`src/rtl/wr_burst_ctrl.sv`:
```
// wr_burst_ctrl: FIFO-buffered DDR2 write burst packer; WR_BURST_CNT_EN adds a completed-burst counter
module wr_burst_ctrl #(
    parameter int DATA_WIDTH  = 128,
    parameter int WRITE_BURST = 8,
    parameter int FIFO_DEPTH  = 32,
    parameter int ADDR_WIDTH  = 25
) (
    input  logic                          clk,
    input  logic                          reset,
    input  logic [DATA_WIDTH-1:0]         wr_fifo_in,
    input  logic                          wr_fifo_vd,
    input  logic                          addr_load,
    input  logic [ADDR_WIDTH-1:0]         addr_in,
    input  logic                          wr_ack,
    output logic                          wr_req,
    output logic [ADDR_WIDTH-1:0]         wr_addr,
    output logic [DATA_WIDTH-1:0]         wr_data_out,
    output logic                          wr_data_vd,
    output logic                          full,
    output logic                          almost_full,
    output logic                          empty,
    output logic                          overflow,
`ifdef WR_BURST_CNT_EN
    output logic [31:0]                   burst_cnt,
`endif
    output logic [$clog2(FIFO_DEPTH):0]   fifo_count
);
    localparam int PW = $clog2(FIFO_DEPTH);
    localparam int CW = PW + 1;
    localparam int BW = $clog2(WRITE_BURST);

    typedef enum logic [1:0] {IDLE, REQ, SEND} state_t;

    state_t                state_q, state_d;
    logic [DATA_WIDTH-1:0] mem [FIFO_DEPTH];
    logic [PW-1:0]         wptr_q, rptr_q;
    logic [CW-1:0]         count_q, count_d;
    logic [BW-1:0]         beat_q, beat_d;
    logic [ADDR_WIDTH-1:0] addr_q, addr_d;
    logic [DATA_WIDTH-1:0] data_q;
    logic                  req_q, vd_q, full_q, af_q, empty_q, ovf_q;
    logic                  wr_en, rd_en;

    // next state: the acknowledge edge pops the first beat, SEND pops the remaining ones
    always_comb begin
        wr_en   = wr_fifo_vd && !full_q;
        rd_en   = 1'b0;
        state_d = state_q;
        beat_d  = beat_q;
        addr_d  = addr_q;
        case (state_q)
            IDLE: begin
                if (addr_load) addr_d = addr_in;
                if (count_q >= CW'(WRITE_BURST)) state_d = REQ;
            end
            REQ: if (wr_ack) begin
                rd_en   = 1'b1;
                beat_d  = BW'(1);
                state_d = SEND;
            end
            SEND: begin
                rd_en  = 1'b1;
                beat_d = beat_q + BW'(1);
                if (&beat_q) begin
                    state_d = IDLE;
                    addr_d  = addr_q + ADDR_WIDTH'(WRITE_BURST);
                end
            end
            default: state_d = IDLE;
        endcase
        count_d = count_q + CW'(wr_en) - CW'(rd_en);
    end

    // state, pointers, flags and registered outputs
    always_ff @(posedge clk) begin
        if (reset) begin
            state_q <= IDLE;
            wptr_q  <= '0;
            rptr_q  <= '0;
            count_q <= '0;
            beat_q  <= '0;
            addr_q  <= '0;
            data_q  <= '0;
            req_q   <= 1'b0;
            vd_q    <= 1'b0;
            full_q  <= 1'b0;
            af_q    <= 1'b0;
            empty_q <= 1'b1;
            ovf_q   <= 1'b0;
        end else begin
            state_q <= state_d;
            wptr_q  <= wptr_q + PW'(wr_en);
            rptr_q  <= rptr_q + PW'(rd_en);
            count_q <= count_d;
            beat_q  <= beat_d;
            addr_q  <= addr_d;
            if (rd_en) data_q <= mem[rptr_q];
            req_q   <= state_d == REQ;
            vd_q    <= rd_en;
            full_q  <= count_d == CW'(FIFO_DEPTH);
            af_q    <= count_d >= CW'(FIFO_DEPTH - WRITE_BURST);
            empty_q <= count_d == '0;
            ovf_q   <= ovf_q | (wr_fifo_vd & full_q);
        end
    end

    // buffer storage needs no reset; the pointers define what is valid
    always_ff @(posedge clk) begin
        if (wr_en) mem[wptr_q] <= wr_fifo_in;
    end

`ifdef WR_BURST_CNT_EN
    logic [31:0] bcnt_q;

    // counts bursts on their last beat
    always_ff @(posedge clk) begin
        if (reset) bcnt_q <= '0;
        else if (state_q == SEND && &beat_q) bcnt_q <= bcnt_q + 32'd1;
    end

    assign burst_cnt = bcnt_q;
`endif

    assign wr_req      = req_q;
    assign wr_addr     = addr_q;
    assign wr_data_out = data_q;
    assign wr_data_vd  = vd_q;
    assign full        = full_q;
    assign almost_full = af_q;
    assign empty       = empty_q;
    assign overflow    = ovf_q;
    assign fifo_count  = count_q;
endmodule
```
`config.mk`:
```
export PLATFORM = sky130hd
export DESIGN_NAME = wr_burst_ctrl
export DESIGN_NICKNAME = d
export VERILOG_FILES = /design/src/rtl/wr_burst_ctrl.sv
export SDC_FILE = /design/constraint.sdc
export NUM_CORES = 2
export LEC_CHECK = 0
export ABC_CLOCK_PERIOD_IN_PS = 18500
export BUFFER_PORTS_ARGS = -buffer_cell sky130_fd_sc_hd__buf_4
export CORE_MARGIN = 2
export CORE_UTILIZATION = 30
export CTS_BUF_LIST = sky130_fd_sc_hd__clkbuf_4
export DETAILED_ROUTE_END_ITERATION = 10
export PLACE_DENSITY = 0.53
export SLEW_MARGIN = 30
export SYNTH_ARGS = -nofsm -noshare
export SYNTH_HDL_FRONTEND = slang
export SYNTH_SLANG_ARGS = --single-unit
export TNS_END_PERCENT = 5
```
`constraint.sdc`:
```
create_clock -name clk -period 18.5 [get_ports clk]
set_input_delay 0.925 -clock clk [delete_from_list [all_inputs] [get_ports clk]]
set_output_delay 0.925 -clock clk [all_outputs]
set_load 0.05 [all_outputs]
```
**Word level (Yosys, flattened, before mapping)**

Memories as Yosys holds them, arrays and structs flattened. A register that Yosys moved wholly into a read port is not among the register bits.
Cells that the tools add are included.

- $add $sub $neg: 6
- Magnitude comparators: 2
- Eq/ne operators: 7
- Mux-type cells: 13
- Bitwise operators: 2
- Reductions and logical operators: 9

Operator list:

| kind | count |
|---|---|
| $mux 25 | 2 |
| $pmux 25 s2 | 1 |
| $add 25x4->25 const B | 1 |
| $add 5x1->5 | 2 |
| $add 6x1->6 | 1 |
| $eq 6x6->1 const B | 1 |
| $ge 6x4->1 const B | 1 |
| $ge 6x5->1 const B | 1 |
| $logic_not 6->1 | 1 |
| $mux 2 | 3 |
| $ne 2x2->1 const B | 3 |
| $pmux 2 s3 | 1 |
| $pmux 3 s2 | 1 |
| $reduce_and 3->1 | 2 |
| $sub 6x1->6 | 1 |
| $eq 2x1->1 const B | 2 |
| $reduce_bool 2->1 | 2 |
| $add 3x1->3 const B | 1 |
| $mux 1 | 3 |
| $mux 3 | 1 |
| $eq 2x2->1 const B | 1 |
| $logic_not 2->1 | 1 |
| $pmux 1 s2 | 1 |
| $reduce_and 2->1 | 1 |
| other kinds (4) | 4 |

- Register bits after elaboration: 52
- RAM bits: 4096
- Word-level logic and storage cells: 52
- Memories: 1

Memories:

| memory | depth | width | rd ports | clocked after Yosys merged registers in | write ports | line | text |
|---|---|---|---|---|---|---|---|
| mem | 32 | 128 | 1 | 1 | 1 | 35 | `logic [DATA_WIDTH-1:0] mem [FIFO_DEPTH];` |

**Longest topological paths before layout**

- Depth in word-level cells: 5
- Gate-level depth with buffers: 14

**Least setup slack after synthesis**

OpenSTA, ideal clock, no wires.

- Kind: input to register
- From: input port wr_fifo_vd
- To: memory mem[12][0] (enable)
- Library setup time: 0.617 ns
- Arrival: 6.831 ns
- Setup slack: 11.051 ns
- Stages: 4
- Path buffers: 1
- Cells stage by stage: nand2b_1 > or3_1 > clkbuf_1 > nor2_1

- Longest elaborated chain between the ends: 3

RTL lines:

| item | line | text |
|---|---|---|
| start: declaration | 11 | `input logic wr_fifo_vd,` |
| $logic_and 1x1->1 | 46 | `wr_en = wr_fifo_vd && !full_q;` |
| $mux 1 | 109 | `if (wr_en) mem[wptr_q] <= wr_fifo_in;` |
| $mux 1 (not written as such) | 109 |  |
| end: declaration | 35 |  |

No other way between the ends.

==> summary.md <==
The post-synthesis sequential area ratio was 0.788. Entering global routing, the biggest net connects 146 pins. For the count of final max-slew check failures, the log shows 0. The die is 736 um wide.

Synthesis inferred 4276 register bits. Once placement finished, the instance area stood at 172000 um2. The net count after synthesis is 7202, and the share of synthesized registers carrying an async set or reset is 0.

The endpoint class of the critical path is a register. The fraction of the cycle the final worst path needs was 0.271; the final design instance area without fill was 189000 um2. The logs give 0.302 for the starting density of the core and 0.154 ns for the final worst clock skew.

For the count of cell types in the netlist, the log shows 56. The highest cell delay on the worst timing path was 0.84 ns. Among all cell types in the netlist, the one instantiated most often is sky130_fd_sc_hd__edfxtp_1. For the count of standard-cell rows, the log shows 268. The normalized max-slew margin came out at 0.278. TritonCTS built the clock tree. The number of enable-type register cells in the synthesized netlist works out to 4096. For this design, the slowest cell found on the critical path is sky130_fd_sc_hd__dfxtp_4. Setup violations remaining at the end of the flow were counted as 0. After the last flow step, the layout net total stands at 8772. The number of instances in the synthesized netlist is 7025. Walking the worst path, the cells encountered are buf_4 > buf_4 > buf_12 > buf_6 > mux4_2 > mux2_2 > a22oi_1 > nand3_1. Across all hold checks on the routed design, the worst slack comes to 0.177 ns.

The tree is rooted in a sky130_fd_sc_hd__clkbuf_4. Endpoint required time on the critical path: 19.96 ns. By area the synthesized netlist is led by sky130_fd_sc_hd__edfxtp_1 (77%), sky130_fd_sc_hd__mux4_2 (14%), sky130_fd_sc_hd__dfxtp_1 (2.2%). The height of the die came out at 736 um. The tools report the mapped cell area as 161000 um2.

For the final standard cell utilization of the core, the log shows 0.354. The count of buffers added on input and output ports is 322. The logs give 0.222 for the met1 usage and 75 for the number of antenna violations at the first check in global routing.

At the end of routability-driven placement, the weighted congestion stood at 0.729. Final critical-path required period: 5.02 ns. Counting along the longest clock path gives a buffer depth of 5.

The area fraction of the dominant cell type after synthesis came out at 0.765. Most congested layer reported by global routing: met2. Among cell families on the critical path, the largest total delay comes from buffers and inverters. The tools report the via count of the first global-routing pass as 87500. The remaining antenna violation count is 0, and the synthesized area per cell is 22.9 um2.

323 I/O pins were placed. The critical path contains buffers and inverters numbering 4 combined. The wire length per cell was 27.9 um; the full die area was 542000 um2.

The flow ran to the end, and the final reports show no timing, DRC or antenna violations. The total chip power came out at 20.7 mW. Of all nets on the critical path, the largest fanout is 93. Dominant synthesized flop cell: sky130_fd_sc_hd__edfxtp_1. For this block, the via count after detailed routing is 83200. The count of warnings emitted by yosys was 0; the leftover overflow at the end of global routing was 0. The number of CTS-inserted buffers is 1192, and the worst IR drop on VDD is 0.0000744 V. STA classifies the critical path startpoint as a register. The layout has 49600 filler cells. Before CTS, the worst setup slack after placement is 12.76 ns. At the later pin of the worst-skew pair, clock insertion delay measures 1.76 ns.

Summed over all instances, the cell type with the most area after synthesis is sky130_fd_sc_hd__edfxtp_1. The all-layer global routing usage is 0.168. For the highest attainable clock frequency, the log shows 199 MHz. The share of post-route cells with drive strength above 1 came out at 0.373. The initial detailed-routing violation count came out at 8113. The sink count of the clock tree came out at 4276. The accumulated negative setup slack was 0 ns. The logs give 16400 for the count of placed standard cells in the final layout, fillers left out and 234000 um for the placed wire-length estimate after detailed placement. The total iterations of the first detailed-routing run came out at 5. At the pin with the least slew margin, the transition time is 1.08 ns. The data arrival time at the worst-slack endpoint came out at 6.47 ns.

The routing usage on met2 is 0.276, and the total leakage power is 58.7 nW. After detailed routing, the number of remaining DRC violations is 0. Least setup slack across all paths after layout: 13.48 ns.

The commonest cells after synthesis are sky130_fd_sc_hd__edfxtp_1 (4096), sky130_fd_sc_hd__mux4_2 (1024), sky130_fd_sc_hd__a22oi_1 (284). Setup repair after global routing left no endpoint under its margin. For the number of placed instances with taps included, the log shows 14200. The worst setup path is of the reg2reg kind. The area overhead of the layout relative to synthesis came out at 17.5%. The worst hold path belongs to the class in2reg. Among the stages of the critical path, the cell type that occurs most often is sky130_fd_sc_hd__buf_4. CTS clock-pin slew for the worst setup and hold paths: 0.06 ns. The region available for standard cell placement spans 533000 um2.

The ratio of total power to cell area came out at 110 nW/um2. The mean number of vias per cell is 5.07, and the number of levels the H-tree was split into is 7. Max-cap check violation count: 0.

The routed design has 459000 um of wire. The first global-routing pass estimated 647000 um of wire. The logs give 0.0385 for the met3 global-route usage and 0 for the final number of hold-violating endpoints.
final timing paths:
path | cells past startpoint | start | slack, ns | endpoint
setup reg to reg | 8 | rptr_q[0] | 13.48 | wr_data_out[40]
hold / removal | 2 | wr_fifo_in[1] | 0.18 | mem[26][1]
hold reg to reg | 1 | beat_q[0] | 0.49 | beat_q[0]
setup / recovery | 8 | rptr_q[0] | 13.48 | wr_data_out[40]
layout by cell type, fill, tap and decap left out, types with 18 or more instances in the layout:
master	n
sky130_fd_sc_hd__nor2_4	39
sky130_fd_sc_hd__o21ai_0	75
sky130_fd_sc_hd__buf_12	27
sky130_fd_sc_hd__clkinv_2	32
sky130_fd_sc_hd__ha_1	18
sky130_fd_sc_hd__edfxtp_1	4096
sky130_fd_sc_hd__a221oi_1	28
sky130_fd_sc_hd__mux2_2	101
sky130_fd_sc_hd__nor2_1	58
sky130_fd_sc_hd__a21oi_1	28
sky130_fd_sc_hd__dfxtp_1	176
sky130_fd_sc_hd__mux4_2	1024
sky130_fd_sc_hd__a22oi_1	284
sky130_fd_sc_hd__dlygate4sd3_1	236
sky130_fd_sc_hd__o21ai_1	24
sky130_fd_sc_hd__nand2_1	136
sky130_fd_sc_hd__o22ai_1	98
sky130_fd_sc_hd__diode_2	37
sky130_fd_sc_hd__clkinv_1	194
sky130_fd_sc_hd__buf_4	467
sky130_fd_sc_hd__mux2i_1	110
sky130_fd_sc_hd__inv_2	19
sky130_fd_sc_hd__clkbuf_4	1721
sky130_fd_sc_hd__or3_1	50
sky130_fd_sc_hd__nand3_1	143
worst register-to-register path: cells and delay by family, from the launching register on:
family	cells	cell delay, ns
AO/OA/AOI/OAI	1	0.16
buffers and inverters	4	2.80
flip-flops	1	0.84
multiplexers	2	0.96
AND/OR/NAND/NOR	1	0.10
cell type report:
class / instances / area (um2) / share of cell area
Multi-Input combinational cell: 2351 / 32400 / 0.171
Antenna cell: 37 / 92.6 / 0.000490
Clock buffer: 1721 / 12900 / 0.0684
Inverter: 13 / 50.0 / 0.000265
Tap cell: 7020 / 8780 / 0.0465
Clock inverter: 251 / 1100 / 0.00582
Timing Repair Buffer: 761 / 6990 / 0.0370
Sequential cell: 4276 / 127000 / 0.670
cell families after synthesis:
logic type	after synthesis	synth area share
flops	4276	0.788
buf+inv	398	0.0133
fa+ha+maj	19	0.00153
compound gates	581	0.0247
simple gates	505	0.0149
mux	1235	0.157
xor+xnor	11	0.000599
sequential cells by signal, summed over array words and instances, names as in the netlist:
signal	count
mem	4096
wr_data_out	128
wr_addr	25
fifo_count	6
rptr_q	5
wptr_q	5
beat_q	3
state_q	2
almost_full	1
empty	1
full	1
overflow	1
wr_data_vd	1
wr_req	1
repair_timing:
item / CTS / global route
hold buffers: 238 / 0
buffers inserted: 0 / 0
gates resized for setup: 0 / 0
hold endpoints to repair: 4152 / 0
layer usage:
| layer | vias to the layer above | part of all wire |
|---|---|---|
| li1 | 34000 | - |
| met2 | 3418 | 0.49 |
| met1 | 45100 | 0.42 |
| met3 | 766 | 0.068 |
| met5 | - | 0.00091 |
| met4 | 30 | 0.019 |
power breakdown:
group / leakage (nW) / switching (mW) / internal, mW / total (mW)
Clock: 8.49 / 3.79 / 4.29 / 8.08
Combinational: 11.9 / 1.00 / 0.713 / 1.71
Sequential: 38.4 / 0.101 / 10.8 / 10.9
Total: 58.7 / 4.90 / 15.8 / 20.7
(Power assumes the default switching activity.)
